[src/rtl/calc1_pkg.sv]
// calc1_pkg: shared command/response codes, latency-counter width and FSM
// state encoding for the calc1 single-port responder.
package calc1_pkg;

    // Command codes as seen on req_cmd
    localparam logic [3:0] CMD_NOP = 4'd0;
    localparam logic [3:0] CMD_ADD = 4'd1;
    localparam logic [3:0] CMD_SUB = 4'd2;
    localparam logic [3:0] CMD_SHL = 4'd5;
    localparam logic [3:0] CMD_SHR = 4'd6;

    // Response codes driven on out_resp (code 3 is never produced)
    localparam logic [1:0] RESP_NONE = 2'd0;
    localparam logic [1:0] RESP_OK   = 2'd1;
    localparam logic [1:0] RESP_ERR  = 2'd2;

    // Latency counter width; EXEC_LAT is limited to 1..15
    localparam int CNT_W = 4;

    // Responder FSM states
    typedef enum logic [1:0] {
        ST_IDLE = 2'd0,
        ST_OP2  = 2'd1,
        ST_EXEC = 2'd2,
        ST_RESP = 2'd3
    } state_t;

endpackage

[src/rtl/calc1_alu.sv]
// calc1_alu: combinational execute stage for one calc1 port.
// Unsigned add with carry detection, subtract with underflow detection and,
// when CALC1_SHIFT_EN is defined, logical left/right shifts by the low
// $clog2(DW) bits of op2. Without CALC1_SHIFT_EN no shifter is built and the
// shift commands fall through to the invalid-command response.
module calc1_alu
    import calc1_pkg::*;
#(
    parameter int DW = 32
) (
    input  logic [3:0]    cmd,
    input  logic [DW-1:0] op1,
    input  logic [DW-1:0] op2,
    output logic [1:0]    resp,
    output logic [DW-1:0] result
);

    // Extra bit holds the carry-out of the addition
    logic [DW:0] sum;
    assign sum = {1'b0, op1} + {1'b0, op2};

`ifdef CALC1_SHIFT_EN
    localparam int SHW = $clog2(DW);
    logic [SHW-1:0] shamt;
    assign shamt = op2[SHW-1:0];
`endif

    // Decode the command; anything not recognised is an error with zero data
    always_comb begin
        resp   = RESP_ERR;
        result = '0;
        case (cmd)
            CMD_ADD: begin
                if (sum[DW]) begin
                    resp   = RESP_ERR;
                    result = '0;
                end else begin
                    resp   = RESP_OK;
                    result = sum[DW-1:0];
                end
            end
            CMD_SUB: begin
                if (op2 > op1) begin
                    resp   = RESP_ERR;
                    result = '0;
                end else begin
                    resp   = RESP_OK;
                    result = op1 - op2;
                end
            end
`ifdef CALC1_SHIFT_EN
            CMD_SHL: begin
                resp   = RESP_OK;
                result = op1 << shamt;
            end
            CMD_SHR: begin
                resp   = RESP_OK;
                result = op1 >> shamt;
            end
`endif
            default: begin
                resp   = RESP_ERR;
                result = '0;
            end
        endcase
    end

endmodule

[src/rtl/calc1_port_responder.sv]
// calc1_port_responder: calculator side of one calc1 request/response port.
// Captures cmd+op1, then op2 on the following cycle, waits EXEC_LAT cycles
// from the op2 edge and presents a one-cycle response. Commands arriving
// while busy are dropped. Optional shifter enabled by CALC1_SHIFT_EN.
module calc1_port_responder
    import calc1_pkg::*;
#(
    parameter int DW       = 32,
    parameter int EXEC_LAT = 2
) (
    input  logic          c_clk,
    input  logic          reset,
    input  logic [3:0]    req_cmd,
    input  logic [DW-1:0] req_data,
    output logic [1:0]    out_resp,
    output logic [DW-1:0] out_data,
    output logic          busy
);

    // Counter starts at EXEC_LAT-1 on the op2 edge so the result lands
    // exactly EXEC_LAT edges later.
    localparam logic [CNT_W-1:0] CNT_INIT = CNT_W'(EXEC_LAT - 1);

    state_t           state_q;
    logic [3:0]       cmd_q;
    logic [DW-1:0]    op1_q;
    logic [DW-1:0]    op2_q;
    logic [CNT_W-1:0] cnt_q;
    logic [1:0]       resp_q;
    logic [DW-1:0]    data_q;
    logic             busy_q;

    // Next values for the output registers, produced by the execute stage
    logic [1:0]       resp_d;
    logic [DW-1:0]    data_d;

    calc1_alu #(
        .DW (DW)
    ) u_alu (
        .cmd    (cmd_q),
        .op1    (op1_q),
        .op2    (op2_q),
        .resp   (resp_d),
        .result (data_d)
    );

    // Request FSM with registered outputs; reset aborts any request in flight
    always_ff @(posedge c_clk or posedge reset) begin
        if (reset) begin
            state_q <= ST_IDLE;
            cmd_q   <= CMD_NOP;
            op1_q   <= '0;
            op2_q   <= '0;
            cnt_q   <= '0;
            resp_q  <= RESP_NONE;
            data_q  <= '0;
            busy_q  <= 1'b0;
        end else begin
            case (state_q)
                ST_IDLE: begin
                    if (req_cmd != CMD_NOP) begin
                        cmd_q   <= req_cmd;
                        op1_q   <= req_data;
                        busy_q  <= 1'b1;
                        state_q <= ST_OP2;
                    end
                end
                ST_OP2: begin
                    // Operand 2 is taken regardless of req_cmd, even for invalid commands
                    op2_q   <= req_data;
                    cnt_q   <= CNT_INIT;
                    state_q <= ST_EXEC;
                end
                ST_EXEC: begin
                    if (cnt_q == '0) begin
                        resp_q  <= resp_d;
                        data_q  <= (resp_d == RESP_OK) ? data_d : '0;
                        state_q <= ST_RESP;
                    end else begin
                        cnt_q <= cnt_q - 1'b1;
                    end
                end
                ST_RESP: begin
                    resp_q  <= RESP_NONE;
                    data_q  <= '0;
                    busy_q  <= 1'b0;
                    state_q <= ST_IDLE;
                end
                default: begin
                    state_q <= ST_IDLE;
                end
            endcase
        end
    end

    assign out_resp = resp_q;
    assign out_data = data_q;
    assign busy     = busy_q;

endmodule

[config.mk]
export PLATFORM = sky130hd
export DESIGN_NAME = calc1_port_responder
export DESIGN_NICKNAME = d
export VERILOG_FILES = /design/src/rtl/calc1_pkg.sv /design/src/rtl/calc1_alu.sv /design/src/rtl/calc1_port_responder.sv
export SDC_FILE = /design/constraint.sdc
export NUM_CORES = 1
export LEC_CHECK = 0
export CORE_AREA = 4 4 135 111
export DETAILED_ROUTE_END_ITERATION = 8
export DIE_AREA = 0 0 139 115
export PLACE_DENSITY = 0.83
export SLEW_MARGIN = 40
export SYNTH_ARGS = -nofsm -noshare
export SYNTH_HDL_FRONTEND = slang
export SYNTH_SLANG_ARGS = --single-unit
export TNS_END_PERCENT = 30
[constraint.sdc]
create_clock -name c_clk -period 3.8 [get_ports c_clk]
set_clock_uncertainty 0.05 [all_clocks]
set_input_delay 0.57 -clock c_clk [delete_from_list [all_inputs] [get_ports c_clk]]
set_output_delay 0.57 -clock c_clk [all_outputs]
set_load 0.01 [all_outputs]
**Word level (Yosys, flattened, before mapping)**

Cells that the tools add are included.

- Bits of input ports: 38
- Flip-flop bits (word level): 109
- Output and inout bits: 35

- Mux-type cells: 18
- $add $sub $neg: 3
- Equality and inequality tests: 9
- $lt $le $gt $ge: 1
- Reduce and logical (&&, ||, !) cells: 11

Operators with widths:

| operator | number |
|---|---|
| 32-bit 2-to-1 mux | 4 |
| 32-bit one-hot mux with 2 select lines | 2 |
| 32-bit by 32-bit adder with 33-bit output | 1 |
| 32-bit > comparator | 1 |
| 32-bit subtractor | 1 |
| 2-bit 2-to-1 mux | 5 |
| 2-bit AND reduction | 5 |
| 2-bit one-hot mux with 2 select lines | 2 |
| 2-bit one-hot mux with 4 select lines | 1 |
| 4-bit one-hot mux with 2 select lines | 1 |
| 2-bit inequality test, second input constant | 3 |
| 2-bit nonzero test | 3 |
| 2-bit by 1-bit equality test with 1-bit output, second input constant | 2 |
| 2-bit equality test, second input constant | 2 |
| 4-bit by 1-bit equality test with 1-bit output, second input constant | 1 |
| 4-bit by 2-bit equality test with 1-bit output, second input constant | 1 |
| 4-bit zero test | 1 |
| 4-bit 2-to-1 mux | 1 |
| 4-bit nonzero test | 1 |
| 4-bit by 1-bit subtractor with 4-bit output, second input constant | 1 |
| 2-bit zero test | 1 |
| 1-bit one-hot mux with 2 select lines | 1 |
| 1-bit 2-to-1 mux | 1 |

**Depth between registers and ports, before layout**

- Depth after elaboration: 7
- Depth in mapped cells: 15

**Cells and area by module**

A second synthesis with hierarchy kept.

- Cells, all modules: 939
- Area, all modules: 8,665.8 um2

Modules (own cells, without submodules):

| module | times used | cells an instance | area each (um2) |
|---|---|---|---|
| calc1_port_responder | 1 | 333 | 4,605.7 |
| calc1_alu | 1 | 606 | 4,060.1 |

**Least setup slack after synthesis**

Ideal clock, no wire load.

- Path type: register to register
- Start point: register op2_q[0]
- End point: register data_q[22] (netlist: out_data[22])
- Arrival time: 3.103 ns
- Slack: 0.526 ns
- Data required time: 3.629 ns
- Cell stages (with the launch flop): 14
- Setup time: 0.121 ns
- Period minus slack after synthesis: 3.274 ns
- Cell sequence: dfrtp_1 ha_1 inv_1 fa_1 o21ba_4 a211oi_4 o211ai_2 a2111oi_4 o41ai_4 a21oi_4 nor3_4 buf_6 a221o_1 a22o_1

- Word-level cells in the longest chain between the ends: 7
- Elaborated cells on any way between the ends: 13
- Those cells by class: 2 x add/sub; 1 x order compare; 1 x eq/ne; 9 x mux

Ends and longest elaborated chain:

| item | line | source |
|---|---|---|
| from (decl) | calc1_port_responder.sv:27 | `logic [DW-1:0] op2_q;` |
| from (signal assigned) | calc1_port_responder.sv:70 | `op2_q <= req_data;` |
| 32-bit by 32-bit adder with 33-bit output / 32-bit > comparator (equally long branches) | calc1_alu.sv:20, calc1_alu.sv:43 |  |
| 2-bit 2-to-1 mux (on tied branches) | calc1_alu.sv:34, calc1_alu.sv:43 |  |
| 2-bit one-hot mux with 2 select lines | calc1_alu.sv:32 | `case (cmd)` |
| 2-bit by 1-bit equality test with 1-bit output | calc1_port_responder.sv:77 | `data_q <= (resp_d == RESP_OK) ? data_d : '0;` |
| 32-bit 2-to-1 mux * | calc1_port_responder.sv:77 |  |
| 32-bit 2-to-1 mux * | calc1_port_responder.sv:75 | `if (cnt_q == '0) begin` |
| 32-bit one-hot mux with 2 select lines * | calc1_port_responder.sv:59 | `case (state_q)` |
| to (signal assigned) | calc1_port_responder.sv:77 |  |
| to (decl) | calc1_port_responder.sv:30 | `logic [DW-1:0] data_q;` |

Every way passes the cells marked *; elsewhere a longest branch is shown, timed or not. The select of a mux whose other input is x is not followed.
A chain may end at the register's enable or synchronous reset.

**Worst setup path in the final report**

- Start point: register op2_q[0]
- End point: register data_q[4] (netlist: out_data[4])

Same word-level chain as after synthesis.

==> out/qor.txt <==
OUTCOME
------------------------------------------------------------------------------------
Status                                                                  finished, final reports clean

DETAILED ROUTING
------------------------------------------------------------------------------------
Length of the first detailed-routing pass in iterations                            8
Post-route antenna net violation count                                             0
Wire length reported by the detailed router                                  20.5 mm
DRC viols                                                                          0
Vias after detailed routing                                                     6947
DRC marker count from the first detailed-route iteration                         956
Vias per inst                                                                   6.26
Average detailed-routed wire length per instance                             18.4 um

GRT
------------------------------------------------------------------------------------
Total global routing track utilization                                         0.260
Wire length of the first global-routing pass                                 34.1 mm
Residual overflow from global routing                                              0
Antenna violations before repair                                                   0
Pin count of the biggest net entering global routing                              57
Vias in the first global route                                                  6742

SYNTHESIS
------------------------------------------------------------------------------------
Mapped cell area                                                            7910 um2
Seq/Total Area, Yosys                                                          0.345
Instance count of the mapped netlist                                             864
Number of library cell types mapped by synthesis                                  78
Main synth FF type                                                           dfrtp_1
EDFF count, synth                                                                  0
Number of synthesized register bits                                              109
Async set-reset flop share out of synthesis                                     1.00
Synthesis warning total                                                            0
Mapped Nets                                                                      976
Post-synthesis area per instance                                            9.15 um2

SETUP PATH
------------------------------------------------------------------------------------
Minimum setup slack among reg-to-reg paths                                    200 ps
Worst-case reg-to-reg path depth                                                  12
Critical path endpoint                                                   out_data[4]
Crit path launch                                                            op2_q[0]
End of the worst register-to-register path                               out_data[4]
Crit Path Category                                                      flip-flop to flip-flop
Critical R2R Launch                                                         op2_q[0]
Critical path data arrival time                                              3810 ps
CP Max Fanout                                                                     11
WP data required                                                             4010 ps
Kind of launch point of the worst setup path                               flip-flop
Sort of element at the end of the critical path                            flip-flop

CLOCKING
------------------------------------------------------------------------------------
Maximum clock insertion buffer count                                               2
TritonCTS clock tree                                                             yes
Cts bufs inserted                                                                  9
Insertion delay to the later sink of the worst-skew pair                      370 ps
H-tree depth                                                                       3
Root Driver                                                                clkbuf_16
# hold bufs at CTS                                                                 0
Clock slew seen by the registers of the worst setup and hold paths             70 ps
TritonCTS sink count                                                             109

FLOORPLANNING
------------------------------------------------------------------------------------
IO Pins                                                                           73
Starting density of the core                                                   0.585
Die outline area                                                           16000 um2
Number of standard-cell rows in the floorplan                                     38
Height of the die                                                             115 um
Die width                                                                     139 um
Standard cell core area                                                    13500 um2

STA
------------------------------------------------------------------------------------
Sum of negative setup slack                                                     0 ps
Min Tclk post-route                                                          3600 ps
Number of hold violations in the final report                                      0
Unrepaired setup endpoints after global routing                                false
Fmax                                                                       0.278 GHz
Slew HR                                                                        0.558
Number of max-slew violations in the final report                                  0
Measured slew at the worst slew-check pin                                     656 ps
Final worst path period share                                                  0.948
Final number of setup-violating endpoints                                          0

FLOW RUN
------------------------------------------------------------------------------------
Total of max-cap violations                                                        0

CELLS AND AREA
------------------------------------------------------------------------------------
Top library cells by usage in the layout, fill and taps aside           dfrtp_1 (109), nand2_1 (83), clkdlybuf4s50_1 (72)
Share of cells above drive strength 1                                          0.119
Final #Nets                                                                     1037
Most common cell after layout, fill and taps aside                           dfrtp_1
Growth of design area from synthesis to finish                                 15.8%
Fill count                                                                      1088
Antenna cells                                                                      0

PLACE
------------------------------------------------------------------------------------
Number of port buffers                                                            72
Final HPWL DP                                                                15.3 mm
Weighted congestion at the end of routability-driven global placement          0.983

MIN PATH
------------------------------------------------------------------------------------
Hold/Removal Path Class                                                 flip-flop to flip-flop

==> routing by layer <==
layer | part of all wire | up-vias | GRT usage | routed length [um]
met1 | 0.44 | 3301 | 0.365 | 9080
met4 | 0.019 | 0 | 0.0691 | 386
met5 | 0 | - | 0 | 0
met2 | 0.45 | 338 | 0.414 | 9210
met3 | 0.087 | 45 | 0.0570 | 1790
li1 | - | 3263 | - | -
==> cells in the mapped netlist (6+ instances only) <==
cell      instances  area [um2]
o221ai_1         15         131
nand2b_1         12        75.1
ha_1             72         901
a22o_1           14         123
xnor2_1          12         105
buf_2            11        55.1
nor4_1            6        37.5
a221o_1          12         120
or2_2             6        37.5
a21oi_1          66         330
nor2b_1          12        75.1
xor2_1            6        52.6
nand2_1          83         312
a21o_1           23         173
nor2_1           45         169
mux2_2           33         372
a22oi_1           7        52.6
nand3_1           9        45.0
buf_6             6        67.6
clkbuf_1         33         124
inv_1            65         244
a32o_1            8        80.1
nor3_1           10        50.1
o21bai_1          9        67.6
dfrtp_1         109        2730
o21ai_0          68         340
o31ai_1           7        52.6
a211oi_1          7        52.6
==> critical path, stage by stage, from the launching register on <==
cell and delay (ps):
dfrtp_1 410, ha_1 190, inv_1 60, fa_1 420, o21ba_4 250, a211oi_4 310
o211ai_2 170, a2111oi_4 400, o41ai_4 170, a21o_2 260, buf_4 190, a221o_1 360
a32o_1 250
==> cell families after synthesis <==
group	synth area share
flip-flops	0.345
buffers and inverters	0.0644
adder cells (fa/ha/maj)	0.119
AND/OR/NAND/NOR	0.127
XOR/XNOR	0.0199
AO/OA/AOI/OAI	0.277
multiplexers	0.0470
==> worst min-delay path by stage <==
stage	start	endpoint	slack, ps	cells after the start
finish	out_data[0]	out_data[0]	440	2
global route	out_data[1]	out_data[1]	470	1
CTS	out_data[10]	out_data[10]	440	2
detailed placement	out_data[10]	out_data[10]	420	2
global placement	out_data[10]	out_data[10]	420	2
floorplan	cmd_q[2]	cmd_q[2]	420	1
==> cell type report <==
type,instances,area (um2),area share
Tap cell,180,225,0.0246
Clock buffer,9,225,0.0246
Clock inverter,7,80.1,0.00875
Timing Repair Buffer,102,958,0.105
Multi-Input combinational cell,637,4690,0.512
Inverter,66,253,0.0276
Sequential cell,109,2730,0.298
==> registers in the layout, indices dropped and copies added, names as in the netlist <==
name,cells
op2_q,32
busy,1
out_data,32
state_q,2
cnt_q,4
out_resp,2
op1_q,32
cmd_q,4
==> per-stage QoR <==
| stage | setup slack [ps] | util | hold slack, ps | cell area [um2] | std cells |
|---|---|---|---|---|---|
| final | 198 | 0.678 | 438 | 9160 | 1110 |
| after global routing | 24.6 | 0.678 | 467 | 9160 | 1110 |
| after CTS | 104 | 0.675 | 442 | 9120 | 1108 |
| after detailed placement | 105 | 0.653 | 425 | 8810 | 1092 |
| after global placement | 261 | 0.653 | 416 | 8810 | 1092 |
| after floorplan | 306 | - | 417 | 7910 | 864 |
==> timing repair <==
item	4_1_cts	5_1_grt
endpoints found under the setup margin	0	12
resized for setup	0	2
buffers inserted	0	2
Power is not shown: default switching activity piles up to over one toggle a cycle in this logic, so the estimate is an artifact.
